--- src/rtl/tune_sequencer_pkg.sv ---
// Shared types for the tune sequencer: FSM states, note periods (us) and the default tune table.
package tune_pkg;

   typedef enum logic [2:0] {
      StIdle,
      StLoad,
      StPlay,
      StGap,
      StDone
   } state_e;

   localparam int unsigned NOTE_C4 = 3822;
   localparam int unsigned NOTE_A4 = 2273;
   localparam int unsigned NOTE_C5 = 1911;
   localparam int unsigned REST    = 0;

   localparam int unsigned ROM_DUR_W = 16;

   typedef struct packed {
      logic [31:0]          period;
      logic [ROM_DUR_W-1:0] dur;
   } note_t;

   // Entry 8 is the end marker (dur == 0); everything past it reads as a marker too.
   function automatic note_t tune_rom(input int unsigned idx);
      note_t n;
      n.period = '0;
      n.dur    = '0;
      case (idx)
         0: begin n.period = NOTE_A4; n.dur = 2; end
         1: begin n.period = NOTE_C4; n.dur = 1; end
         2: begin n.period = REST;    n.dur = 1; end
         3: begin n.period = NOTE_C5; n.dur = 1; end
         4: begin n.period = NOTE_A4; n.dur = 1; end
         5: begin n.period = NOTE_C4; n.dur = 2; end
         6: begin n.period = REST;    n.dur = 1; end
         7: begin n.period = NOTE_C5; n.dur = 1; end
         default: ;
      endcase
      return n;
   endfunction

endpackage

--- src/rtl/tune_sequencer_if.sv ---
// Control/status bundle between a player controller (master) and tune_sequencer (slave).
interface tune_sequencer_if #(
   parameter int unsigned IDX_W = 4
);
   logic             start;
   logic             stop;
   logic [31:0]      period;
   logic             tone_en;
   logic [IDX_W-1:0] note_idx;
   logic             busy;
   logic             done;

   modport master (
      output start, stop,
      input  period, tone_en, note_idx, busy, done
   );

   modport slave (
      input  start, stop,
      output period, tone_en, note_idx, busy, done
   );
endinterface

--- src/rtl/tune_sequencer_ms_ticker.sv ---
// Millisecond tick generator: one-cycle tick every CLK_MHZ*1000 cycles; clr restarts the count.
module ms_ticker #(
   parameter int unsigned CLK_MHZ = 12
) (
   input  logic CLK,
   input  logic RST,
   input  logic clr,
   output logic tick
);
   localparam int unsigned MS_CYCLES = CLK_MHZ * 1000;
   localparam int unsigned CNT_W     = $clog2(MS_CYCLES);
   localparam logic [CNT_W-1:0] CNT_MAX = CNT_W'(MS_CYCLES - 1);

   logic [CNT_W-1:0] cnt_q, cnt_d;

   assign tick = (cnt_q == CNT_MAX);

   always_comb begin
      cnt_d = cnt_q + 1'b1;
      if (clr || tick) begin
         cnt_d = '0;
      end
   end

   always_ff @(posedge CLK or posedge RST) begin
      if (RST) begin
         cnt_q <= '0;
      end else begin
         cnt_q <= cnt_d;
      end
   end
endmodule

--- src/rtl/tune_sequencer.sv ---
// Steps through tune_rom, presenting each note's period and gate for its duration.
// Optional TUNE_LOOP_EN: repeat the tune forever instead of stopping in DONE.
module tune_sequencer
   import tune_pkg::*;
#(
   parameter int unsigned CLK_MHZ = 12,
   parameter int unsigned N_NOTES = 16,
   parameter int unsigned DUR_W   = 16,
   parameter int unsigned GAP_MS  = 20
) (
   input  logic             CLK,
   input  logic             RST,
   tune_sequencer_if.slave  bus
);
   localparam int unsigned IDX_W = $clog2(N_NOTES);
   localparam logic [IDX_W-1:0] LAST_IDX = IDX_W'(N_NOTES - 1);
   localparam logic [DUR_W-1:0] GAP_LAST = DUR_W'(GAP_MS - 1);

   state_e           state_q, state_d;
   logic [IDX_W-1:0] idx_q, idx_d;
   logic [31:0]      period_q, period_d;
   logic             tone_en_q, tone_en_d;
   logic [DUR_W-1:0] dur_q, dur_d;
   logic [DUR_W-1:0] cnt_q, cnt_d;
   logic             tick, clr, end_hit, advance;
   logic             play_done, gap_done;
   note_t            entry;
   logic [DUR_W-1:0] entry_dur;

   assign entry     = tune_rom(32'(idx_q));
   assign entry_dur = DUR_W'(entry.dur);

   // cnt_q counts whole ms elapsed in the current PLAY/GAP; leaving on the last tick
   // keeps it within dur_q-1, so it can never overflow.
   assign play_done = tick && (cnt_q == dur_q - 1'b1);
   assign gap_done  = tick && (cnt_q == GAP_LAST);

   ms_ticker #(
      .CLK_MHZ(CLK_MHZ)
   ) u_ticker (
      .CLK (CLK),
      .RST (RST),
      .clr (clr),
      .tick(tick)
   );

   always_comb begin
      state_d   = state_q;
      idx_d     = idx_q;
      period_d  = period_q;
      tone_en_d = tone_en_q;
      dur_d     = dur_q;
      cnt_d     = tick ? cnt_q + 1'b1 : cnt_q;
      end_hit   = 1'b0;
      advance   = 1'b0;

      unique case (state_q)
         StIdle, StDone: begin
            if (bus.start) begin
               state_d = StLoad;
               idx_d   = '0;
            end
         end
         StLoad: begin
            if (entry_dur == '0) begin
               end_hit = 1'b1;
            end else begin
               state_d   = StPlay;
               period_d  = entry.period;
               tone_en_d = (entry.period != '0);
               dur_d     = entry_dur;
            end
         end
         StPlay: begin
            if (play_done) begin
               tone_en_d = 1'b0;
               if (GAP_MS != 0) begin
                  state_d = StGap;
               end else begin
                  advance = 1'b1;
               end
            end
         end
         StGap: begin
            if (gap_done) begin
               advance = 1'b1;
            end
         end
         default: state_d = StIdle;
      endcase

      if (advance) begin
         if (idx_q == LAST_IDX) begin
            end_hit = 1'b1;
         end else begin
            state_d = StLoad;
            idx_d   = idx_q + 1'b1;
         end
      end

      if (end_hit) begin
`ifdef TUNE_LOOP_EN
         state_d = StLoad;
         idx_d   = '0;
`else
         state_d   = StDone;
         period_d  = '0;
         tone_en_d = 1'b0;
`endif
      end

      // stop overrides everything, including a simultaneous start
      if (bus.stop) begin
         state_d   = StIdle;
         period_d  = '0;
         tone_en_d = 1'b0;
         idx_d     = '0;
      end

      clr = ((state_d == StPlay) && (state_q != StPlay)) ||
            ((state_d == StGap) && (state_q != StGap));
      if (clr) begin
         cnt_d = '0;
      end
   end

   always_ff @(posedge CLK or posedge RST) begin
      if (RST) begin
         state_q   <= StIdle;
         idx_q     <= '0;
         period_q  <= '0;
         tone_en_q <= 1'b0;
         dur_q     <= '0;
         cnt_q     <= '0;
      end else begin
         state_q   <= state_d;
         idx_q     <= idx_d;
         period_q  <= period_d;
         tone_en_q <= tone_en_d;
         dur_q     <= dur_d;
         cnt_q     <= cnt_d;
      end
   end

   assign bus.period   = period_q;
   assign bus.tone_en  = tone_en_q;
   assign bus.note_idx = idx_q;
   assign bus.busy     = (state_q == StLoad) || (state_q == StPlay) || (state_q == StGap);
   assign bus.done     = (state_q == StDone);
endmodule
--- src/flat_wrapper.sv ---
// flat-port wrapper written by rule: the top's interface ports become plain ports
module tune_sequencer_flat import tune_pkg::*;
#(
   parameter int unsigned CLK_MHZ = 12,
   parameter int unsigned N_NOTES = 16,
   parameter int unsigned DUR_W   = 16,
   parameter int unsigned GAP_MS  = 20
)
  (CLK, RST, bus_start, bus_stop, bus_period, bus_tone_en, bus_note_idx, bus_busy, bus_done);
  tune_sequencer_if bus_i ();
  input  logic CLK;
  input  logic RST;
  input wire logic [$bits(bus_i.start)-1:0] bus_start;
  input wire logic [$bits(bus_i.stop)-1:0] bus_stop;
  output wire logic [$bits(bus_i.period)-1:0] bus_period;
  output wire logic [$bits(bus_i.tone_en)-1:0] bus_tone_en;
  output wire logic [$bits(bus_i.note_idx)-1:0] bus_note_idx;
  output wire logic [$bits(bus_i.busy)-1:0] bus_busy;
  output wire logic [$bits(bus_i.done)-1:0] bus_done;
  assign bus_i.start = bus_start;
  assign bus_i.stop = bus_stop;
  assign bus_period = bus_i.period;
  assign bus_tone_en = bus_i.tone_en;
  assign bus_note_idx = bus_i.note_idx;
  assign bus_busy = bus_i.busy;
  assign bus_done = bus_i.done;
  tune_sequencer #(.CLK_MHZ(CLK_MHZ), .N_NOTES(N_NOTES), .DUR_W(DUR_W), .GAP_MS(GAP_MS)) u_core (.CLK(CLK), .RST(RST), .bus(bus_i));
endmodule
--- config.mk ---
export PLATFORM = sky130hd
export DESIGN_NAME = tune_sequencer_flat
export DESIGN_NICKNAME = d
export VERILOG_FILES = /design/src/rtl/tune_sequencer_pkg.sv /design/src/rtl/tune_sequencer_if.sv /design/src/rtl/tune_sequencer_ms_ticker.sv /design/src/rtl/tune_sequencer.sv /design/src/flat_wrapper.sv
export SDC_FILE = /design/constraint.sdc
export NUM_CORES = 1
export LEC_CHECK = 0
export BUFFER_PORTS_ARGS = -buffer_cell sky130_fd_sc_hd__buf_2
export CORE_ASPECT_RATIO = 1.2
export CORE_MARGIN = 8
export CORE_UTILIZATION = 51
export DETAILED_ROUTE_END_ITERATION = 8
export GPL_TIMING_DRIVEN = 0
export MAX_ROUTING_LAYER = met4
export PLACE_DENSITY = 0.84
export SYNTH_ARGS = -nofsm -noshare
export SYNTH_HDL_FRONTEND = slang
export SYNTH_SLANG_ARGS = --single-unit
--- constraint.sdc ---
create_clock -name CLK -period 2.3 [get_ports CLK]
set_clock_uncertainty 0.05 [all_clocks]
set_input_delay 0.46 -clock CLK [delete_from_list [all_inputs] [get_ports CLK]]
set_output_delay 0.46 -clock CLK [all_outputs]
set_load 0.01 [all_outputs]
; Word level (Yosys, flattened, before mapping)
; Index checks and enable logic that the tools add are counted.
[totals]
reg_bits = 86
latch_bits = 0
mem_bits_rw = 0
romBits = 0
inputBits = 4
wordCells = 87
mem_count = 0
[classes]
add_sub_neg = 4
mul = 0
div_mod_pow = 0
order_cmp = 0
n_eq_ne = 22
n_shift = 0
muxes = 32
bitwise = 1
n_reduce_logical = 21
[ops]
columns = operator, n
row1 = 28-bit case mux with 6 select lines, 1
row2 = 32-bit 2-to-1 mux, 4
row3 = 16-bit 2-to-1 mux, 2
row4 = 32-bit nonzero test, 1
row5 = 3-bit 2-to-1 mux, 7
row6 = 4-bit 2-to-1 mux, 5
row7 = 16-bit by 1-bit adder with 16-bit output (second input constant), 1
row8 = 16-bit == test, 1
row9 = 16-bit by 5-bit == test with 1-bit output (second input constant), 1
row10 = 4-bit by 3-bit == test with 1-bit output (second input constant), 4
row11 = 16-bit logical NOT, 1
row12 = 16-bit by 1-bit subtractor with 16-bit output (second input constant), 1
row13 = 14-bit by 1-bit adder with 14-bit output (second input constant), 1
row14 = 14-bit == test (second input constant), 1
row15 = 14-bit 2-to-1 mux, 1
row16 = 3-bit by 2-bit == test with 1-bit output (second input constant), 4
row17 = 3-bit case mux with 4 select lines, 1
row18 = 1-bit 2-to-1 mux, 10
row19 = 3-bit by 2-bit inequality test with 1-bit output (second input constant), 3
row20 = 4-bit by 2-bit == test with 1-bit output (second input constant), 2
row21 = 2-bit OR reduction, 3
row22 = 4-bit by 1-bit adder with 4-bit output (second input constant), 1
row23 = 4-bit by 1-bit == test with 1-bit output (second input constant), 1
row24 = 4-bit == test (second input constant), 1
row25 = 15 further kinds, 22

; Logic depth before layout (Yosys ltp)
; Gate-level depths: netlist of the first run.
[depth]
ltp_word = 15
mapped_depth = 9
mapped_depth_nobuf = 7

; By module
; Synthesis of the first run repeated with hierarchy kept, for this count alone.
[unflattened]
cells_unflattened = 300
hier_area_um2 = 2917.8
[modules_own_cells]
columns = mod, instances, cells_per_inst, area_each_um2
row1 = tune_sequencer, 1, 228, 2179.6
row2 = ms_ticker, 1, 72, 738.2

; Least setup slack after synthesis of the first run
; Ideal clock, no wire load.
[synth_timing]
path_kind = register to register
start = reg u_core.idx_q[0] (netlist: u_core.bus.note_idx[0])
end = reg u_core.u_ticker.cnt_q[10]
arrival_ps = 2247
t_required_ps = 2178
path_slack_ps = -69
stages_incl_launch_ff = 10
path_buffers = 2
path_cell_list = dfrtp_1 -> inv_1 -> ha_1 -> clkbuf_1 -> or4_1 -> a31oi_1 -> nor4_1 -> or2_2 -> clkbuf_1 -> nor2_1
[synth_between]
elab_chain_cells = 15
word_cells_on_any_way = 30
classes_between = eq/ne (10) / mux (12) / reduce/logical (8)
[synth_rtl]
columns = item, line_no
row1 = start: declaration, tune_sequencer.sv:20  ; logic [IDX_W-1:0] idx_q, idx_d;
row2 = start signal: assignment, tune_sequencer.sv:137  ; idx_q <= idx_d;
row3 = 4-bit by 2-bit == test with 1-bit output or 4-bit by 3-bit == test with 1-bit output (tied branches), tune_sequencer_pkg.sv:29  ; case (idx)
row4 = 2-bit OR reduction (no line), n/a
row5 = 28-bit case mux with 6 select lines, tune_sequencer_pkg.sv:29
row6 = 16-bit logical NOT, tune_sequencer.sv:65  ; if (entry_dur == '0) begin
row7 = 3-bit 2-to-1 mux or 1-bit 2-to-1 mux (tied branches), tune_sequencer.sv:65
row8 = 3-bit case mux with 4 select lines or 1-bit 2-to-1 mux (tied branches), tune_sequencer.sv:57  ; unique case (state_q)
row9 = 3-bit 2-to-1 mux or 1-bit 2-to-1 mux (tied branches), tune_sequencer.sv:93  ; if (idx_q == LAST_IDX) begin
row10 = 3-bit 2-to-1 mux or 1-bit 2-to-1 mux (tied branches), tune_sequencer.sv:92  ; if (advance) begin
row11 = 3-bit 2-to-1 mux (*), tune_sequencer.sv:101  ; if (end_hit) begin
row12 = 3-bit 2-to-1 mux (*), tune_sequencer.sv:113  ; if (bus.stop) begin
row13 = "3-bit by 2-bit == test with 1-bit output, on equally long branches", "tune_sequencer.sv:120, tune_sequencer.sv:121"
row14 = "1-bit logical AND, on equally long branches", "tune_sequencer.sv:120, tune_sequencer.sv:121"
row15 = 1-bit logical OR (*), tune_sequencer.sv:120  ; clr = ((state_d == StPlay) && (state_q != StPlay)) ||
row16 = 1-bit logical OR (*), tune_sequencer_ms_ticker.sv:20  ; if (clr || tick) begin
row17 = 14-bit 2-to-1 mux (*), tune_sequencer_ms_ticker.sv:20
row18 = named net u_core.u_ticker.cnt_d[10], tune_sequencer_ms_ticker.sv:14  ; logic [CNT_W-1:0] cnt_q, cnt_d;
row19 = end signal: assignment, tune_sequencer_ms_ticker.sv:29  ; cnt_q <= cnt_d;
row20 = end: declaration, tune_sequencer_ms_ticker.sv:14
; Mark *: on every way through the listed nets, which the timed path passes. The rest lies on a longest branch.
; A chain may end at the register's enable or synchronous reset.

; Worst setup path after layout of the first run
[layout_timing]
start = reg u_core.idx_q[1] (netlist: u_core.bus.note_idx[1])
end = reg u_core.cnt_q[2]
[layout_between]
elab_chain_cells = 14
word_cells_on_any_way = 30
classes_between = eq/ne (10) / mux (12) / reduce/logical (8)
[layout_rtl]
columns = item, line_no
row1 = 4-bit by 2-bit == test with 1-bit output or 4-bit by 3-bit == test with 1-bit output (tied branches), tune_sequencer_pkg.sv:29
row2 = 2-bit OR reduction (no line), n/a
row3 = 28-bit case mux with 6 select lines, tune_sequencer_pkg.sv:29
row4 = 16-bit logical NOT, tune_sequencer.sv:65
row5 = 3-bit 2-to-1 mux or 1-bit 2-to-1 mux (tied branches), tune_sequencer.sv:65
row6 = 3-bit case mux with 4 select lines or 1-bit 2-to-1 mux (tied branches), tune_sequencer.sv:57
row7 = 3-bit 2-to-1 mux or 1-bit 2-to-1 mux (tied branches), tune_sequencer.sv:93
row8 = 3-bit 2-to-1 mux or 1-bit 2-to-1 mux (tied branches), tune_sequencer.sv:92
row9 = 3-bit 2-to-1 mux (*), tune_sequencer.sv:101
row10 = 3-bit 2-to-1 mux (*), tune_sequencer.sv:113
row11 = "3-bit by 2-bit == test with 1-bit output, on equally long branches", "tune_sequencer.sv:120, tune_sequencer.sv:121"
row12 = "1-bit logical AND, on equally long branches", "tune_sequencer.sv:120, tune_sequencer.sv:121"
row13 = 1-bit logical OR (*), tune_sequencer.sv:120
row14 = 16-bit 2-to-1 mux or 2-bit nonzero test (tied branches), n/a
row15 = end signal: assignment, tune_sequencer.sv:141  ; cnt_q <= cnt_d;
row16 = end: declaration, tune_sequencer.sv:24  ; logic [DUR_W-1:0] cnt_q, cnt_d;
; Every way passes the cells marked *; elsewhere a longest branch is shown, timed or not.

==> flow_metrics.tcl, run 1 <==
set metrics [dict create \
    status "completed" \
    cts_buffer_depth 2 \
    grt_antenna_before_repair 0 \
    drtIter0Drc 91 \
    endpoint_kind "flip-flop" \
    final_common_cell "dfrtp_1" \
    setup_viol 0 \
    numPortBuffers 21 \
    crit_slowest_cell "or4_4" \
    nets 377 \
    async_flop_share_pct 100 \
    worstMarginPinSlew_ps 578 \
    ant_nets 0 \
    synth_top_family_by_area "simple AND/OR/NAND/NOR gates" \
    synth_compound_area_share_pct 6.38 \
    arrival_ps 2450 \
    dpl.cell_count 407 \
    start_util_pct 52.9 \
    wl_per_cell_um 15.2 \
    synth_warnings 0 \
    cpPeakStageDelay_ps 500 \
    worst_slack_ps 8.99 \
    p_switching_uw 523 \
    final_cell_mix "43 x dfrtp_1, 42 x buf_4, 39 x nor2_1" \
    path_buf_inv 3 \
    fin_cells 428 \
    vias 2366 \
    dp_hpwl_um 4340 \
    rsz0062_at_grt "yes" \
    htree_levels 2 \
    drc 0 \
    maxSlewViolCount 0 \
    cts_tree "built" \
    syn-instance-count 304 \
    power_density_nw_per_um2 552 \
    cap_viol_max_count 0 \
    ys_ff_latch 46 \
    synth.cell_area_um2 2780 \
    path_class "reg -> reg" \
    min_period_ps 2290 \
    place_ws_ps -239 \
    rows 29 \
    total_leakage_power_nw 1.66 \
    cts_inserted_buffers 5 \
    clock-sinks 46 \
    vdd_drop_max_mv 0.328 \
    path_clk_slew_ps 90 \
    first_pass_iters 4 \
    synthXorXnorAreaFrac_pct 9.44 \
    swShare_pct 27.7 \
    required_ps 2460 \
    p_clk_share_pct 32.7 \
    grt_pass1_wl_um 10800 \
    p_int_mw 1.37 \
    fmaxAchievable_ghz 0.436 \
    syn2layout_area_growth_pct 22.9 \
    ys_seq_area_share_pct 41.4 \
    hold_viol 0 \
    synth_ff_type "dfrtp_1" \
    totalWireLength_um 6500 \
    synth_edf_count 0 \
    die_area_um2 8090 \
    comb_power_share_pct 17.8 \
    grt_max_degree 29 \
    fp.dieH_um 96.9 \
    netlist-cell-type-count 43 \
    drive_gt1_share_pct 30.3 \
    grt_pass1_vias 2446 \
    ctsHoldBuffers 0 \
    syn_area_per_cell_um2 9.15 \
    slew_headroom_pct 61.1 \
    worstPathMaxFanout 8 \
    crit_family "simple AND/OR/NAND/NOR gates" \
    hold_class "in -> async" \
    post-route-period-util_pct 99.6 \
    vias_per_cell 5.53 \
    crit_chain "inv_2 -> ha_4 -> or4_4 -> a31oi_4 -> a2111o_1 -> nor4_4 -> buf_4 -> buf_6 -> nor3_1" \
    overflow 0 \
    synth_simple_gate_area_share_pct 27.6 \
    power_frac_seq_pct 49.5 \
    power_mw 1.89 \
    cts-root-buf "clkbuf_8" \
    die_w_um 83.4 \
    crit_path_start_kind "flip-flop" \
    insertion_delay_ps 300 \
    place.gp.congestion 0.807 \
    synthAdderAreaFrac_pct 3.15 \
    coreArea_um2 5260 \
    muxShareOfSynthArea_pct 0.719 \
    pin_count 43 \
    antenna_cells 0 \
    grt_use_total_pct 15.9 \
]
-- routing by layer --
layer / share of wire (%) / GRT usage [%] / vias to the layer above
li1: - / - / 1123
met1: 38 / 15.9 / 1141
met2: 52 / 27.5 / 81
met3: 6.9 / 4.53 / 21
met4: 3.2 / 8.66 / 0
met5: 0 / - / -
-- power by group through the flow --
stage | clock [mW] | sequential, mW | combinational, mW
after floorplan | 0 | 0.940 | 0.251
after global placement | 0 | 0.946 | 0.300
after detailed placement | 0 | 0.951 | 0.311
after CTS | 0.630 | 0.933 | 0.325
after global routing | 0.666 | 0.944 | 0.372
final | 0.618 | 0.934 | 0.336
-- layout make-up --
type / instances / area [µm²]
Fill cell: 419 / 1840
Multi-Input combinational cell: 222 / 1510
Sequential cell: 46 / 1150
Timing Repair Buffer: 40 / 262
Buffer: 37 / 248
Clock buffer: 6 / 82.6
Tap cell: 62 / 77.6
Inverter: 14 / 52.6
Clock inverter: 1 / 30.0
-- logic make-up (layout without fill, tap and decap cells) --
logic type                 Yosys count  count (layout)
buffers and inverters               55              98
muxes                                2               2
AOI/OAI and AO/OA                   26              26
and+or+nand+nor                    137             137
other                                1              20
DFF                                 46              46
adders and majority gates            7               7
xor gates and xnor gates            30              30
-- final timing paths --
kind / start / end / slack, ps / cells past startpoint
setup / recovery: u_core.bus.note_idx[1] / u_core.cnt_q[2] / 9 / 9
setup reg to reg: u_core.bus.note_idx[1] / u_core.cnt_q[2] / 9 / 9
hold / removal: RST / u_core.u_ticker.cnt_q[6] / 90 / 2
hold reg to reg: u_core.u_ticker.cnt_q[0] / u_core.u_ticker.cnt_q[0] / 440 / 1
min in group CLK: u_core.u_ticker.cnt_q[0] / u_core.u_ticker.cnt_q[0] / 440 / 1
max in group asynchronous: RST / u_core.cnt_q[0] / 1610 / 3
-- synthesized netlist by cell type, types with 2 or more instances --
library cell	n	area [µm²]
a21oi_1	13	65.1
and3_1	4	25.0
and4_1	4	35.0
buf_4	26	195
clkbuf_1	13	48.8
dfrtp_1	46	1150
ha_1	7	87.6
inv_1	14	52.6
mux2i_1	2	20.0
nand2_1	15	56.3
nand3_1	17	85.1
nand4_1	7	43.8
nor2_1	39	146
nor3_1	23	115
nor3_2	2	20.0
nor3b_1	2	15.0
nor4_1	11	68.8
nor4_4	3	63.8
o211ai_1	3	22.5
or4_1	2	15.0
xnor2_1	14	123
xor2_1	16	140
-- per-stage QoR --
stage	area [µm²]	util, %	TNS (ps)	hold WS, ps
after floorplan	2860	-	0	400
after global placement	3050	57.9	-4850	420
after detailed placement	3070	58.3	-6050	428
after CTS	3270	62.1	0	101
after global routing	3420	65.0	-575	125
final	3420	65.0	0	92.8
-- timing repair --
action                                  in CTS  in global routing
pin swaps                                    6                  4
endpoints found under the setup margin      42                 35
gates cloned                                 1                  0
buffers inserted                             9                  8
resized for setup                            7                 22
-- flip-flops by register name (all words and copies together) (netlist names) --
name and flops:
u_core.bus.note_idx 4, u_core.u_ticker.cnt_q 14, u_core.dur_q 2, u_core.bus.period 6
u_core.state_q 3, u_core.bus.tone_en 1, u_core.cnt_q 16
No activity file was read; power rests on OpenSTA's default activity.
==> run 2: changes to the inputs <==
- PLACE_DENSITY: 0.84 -> default
- PLACE_DENSITY_LB_ADDON: default -> 0.25
- SETUP_SLACK_MARGIN: default -> 0.3
==> run 2 against run 1 <==
  * Flip-flop and latch count unchanged
  * Fmax up 0.81%
  * Critical path depth unchanged
  * Worst hold slack better by 64 ps
  * Register-to-register slack better by 20 ps
  * Clock power down 22%
  * First-iteration DRC count up 54%
  * Critical endpoint is now u_core.cnt_q[0]
  * Largest cell class unchanged
  * Global-route usage up 0.70 points
  * Combinational power up 38%
  * Sequential share of layout area down 3.1 points
  * Routed wire length up 9.4%
==> flow_metrics.tcl, run 2 (synthesized netlist as in run 1, its figures left out) <==
set metrics [dict create \
    r2r_setup_slack_ps 30 \
    vias 2442 \
    fmaxAchievable_ghz 0.440 \
    setup_tns_ps 0 \
    worstSetupEndpoint "u_core.cnt_q[0]" \
    multi_input_comb_area_um2 1660 \
    first_pass_iters 5 \
    top_register "u_core.cnt_q" \
    nets 393 \
    crit_path_start_kind "flip-flop" \
    place.gp.congestion 0.817 \
    cts_buffer_depth 2 \
    grt_max_degree 26 \
    grt_antenna_before_repair 0 \
    crit_chain "inv_2 -> ha_2 -> clkbuf_8 -> or4_4 -> a31oi_4 -> a2111o_1 -> nor4_4 -> buf_4 -> nor3_1" \
    grt_use_total_pct 16.6 \
    p_int_mw 1.30 \
    grt_pass1_wl_um 11300 \
    drive_gt1_share_pct 41.9 \
    ctsHoldBuffers 0 \
    final_util_pct 71.5 \
    timing.rr.start "u_core.bus.note_idx[0]" \
    start_util_pct 52.9 \
    swShare_pct 30.9 \
    insertion_delay_ps 300 \
    total_leakage_power_nw 1.74 \
    arrival_ps 2420 \
    slew_headroom_pct 60.0 \
    path_clk_slew_ps 90 \
    regToRegEndpoint "u_core.cnt_q[0]" \
    vias_per_cell 5.50 \
    hold_class "in -> async" \
    vdd_drop_max_mv 0.409 \
    worstMarginPinSlew_ps 594 \
    drtIter0Drc 140 \
    drc 0 \
    worstPathMaxFanout 5 \
    crit_start "u_core.bus.note_idx[0]" \
    totalWireLength_um 7110 \
    fp.dieH_um 96.9 \
    power_mw 1.88 \
    cts_tree "built" \
    comb_power_share_pct 24.6 \
    reg2regPathDepth 9 \
    overflow 0 \
    wl_per_cell_um 16.0 \
    ant_nets 0 \
    clock-sinks 46 \
    power_density_nw_per_um2 500 \
    crit_slowest_cell "dfrtp_2" \
    cts-root-buf "clkbuf_8" \
    final_cell_mix "49 x buf_4, 43 x dfrtp_1, 27 x nor2_1" \
    coreArea_um2 5260 \
    rows 29 \
    required_ps 2450 \
    die_w_um 83.4 \
    regArea_um2 1150 \
    hold_ws_ps 157 \
    hold_viol 0 \
    rsz0062_at_grt "yes" \
    htree_levels 2 \
    numPortBuffers 21 \
    p_switching_uw 581 \
    setup_viol 0 \
    cap_viol_max_count 0 \
    dpl.cell_count 407 \
    power_frac_seq_pct 49.6 \
    min_period_ps 2270 \
    n_fill_cell 374 \
    maxSlewViolCount 0 \
    cts_inserted_buffers 5 \
    status "completed" \
    grt_pass1_vias 2314 \
    die_area_um2 8090 \
    cpPeakStageDelay_ps 470 \
    p_clk_share_pct 25.8 \
    post-route-period-util_pct 98.8 \
    fin_cells 444 \
    final_common_cell "buf_4" \
    dp_hpwl_um 4280 \
    antenna_cells 0 \
    endpoint_kind "flip-flop" \
    path_class "reg -> reg" \
    syn2layout_area_growth_pct 35.3 \
    pin_count 43 \
    largest_reg_flops 16 \
]
[run 2: cell types whose count changed in the layout (fill, tap and decap cells not counted), sizes merged]
cell | before | now
buf | 68 | 84
bufinv | 1 | 0
clkbuf | 15 | 14
clkinv | 0 | 2
[run 2: cell type report]
class	instances	area share [%]
clock buffer	5	1.83
buffer	41	9.11
clock inverter	2	0.266
tap	62	2.06
inverter	14	1.40
timing repair buffer	52	10.7
multi-input combinational	222	44.0
sequential	46	30.7
[run 2: worst min-delay path by stage]
stage	from	end	slack, ps	cells after the start
2_1_floorplan	u_core.dur_q[1]	u_core.dur_q[1]	400	2
3_3_place_gp	u_core.u_ticker.cnt_q[0]	u_core.u_ticker.cnt_q[0]	430	1
3_5_place_dp	u_core.u_ticker.cnt_q[0]	u_core.u_ticker.cnt_q[0]	440	1
4_1_cts	RST	u_core.u_ticker.cnt_q[13]	180	2
5_1_grt	RST	u_core.u_ticker.cnt_q[12]	190	2
6_report	RST	u_core.u_ticker.cnt_q[1]	160	2
[run 2: worst max-delay path, delay by kind of cell, from the launching register on]
kind / cells / cell delay (ps)
simple gates: 3 / 550
buf+inv: 3 / 440
flops: 1 / 470
compound gates: 2 / 470
fa+ha+maj: 1 / 170
[run 2: power by group through the flow]
stage          clock [mW]  combinational (mW)  sequential [mW]
4_1_cts             0.485               0.388            0.934
6_report            0.484               0.463            0.933
3_5_place_dp            0               0.326            0.951
2_1_floorplan           0               0.257            0.940
3_3_place_gp            0               0.310            0.948
5_1_grt             0.529               0.504            0.941
[run 2: what timing repair did]
action                                  4_1_cts  5_1_grt
endpoints found under the setup margin       46       46
cloned                                        2        1
setup buffers                                16       11
pin swaps                                    31       10
gates resized for setup                      54       32
[run 2: routing by layer]
layer	track usage, %	part of all wire (%)	vias up
met5	-	0	-
met4	4.93	1.2	0
met3	4.36	4.9	12
met2	28.2	54	65
met1	18.7	40	1204
li1	-	-	1161
[run 2: stage by stage]
step / instance area (µm²) / setup WS, ps
after floorplan: 2900 / 13.8
final: 3760 / 27.4
after global placement: 3080 / -203
after CTS: 3560 / 45.2
after detailed placement: 3110 / -228
after global routing: 3760 / -40.0
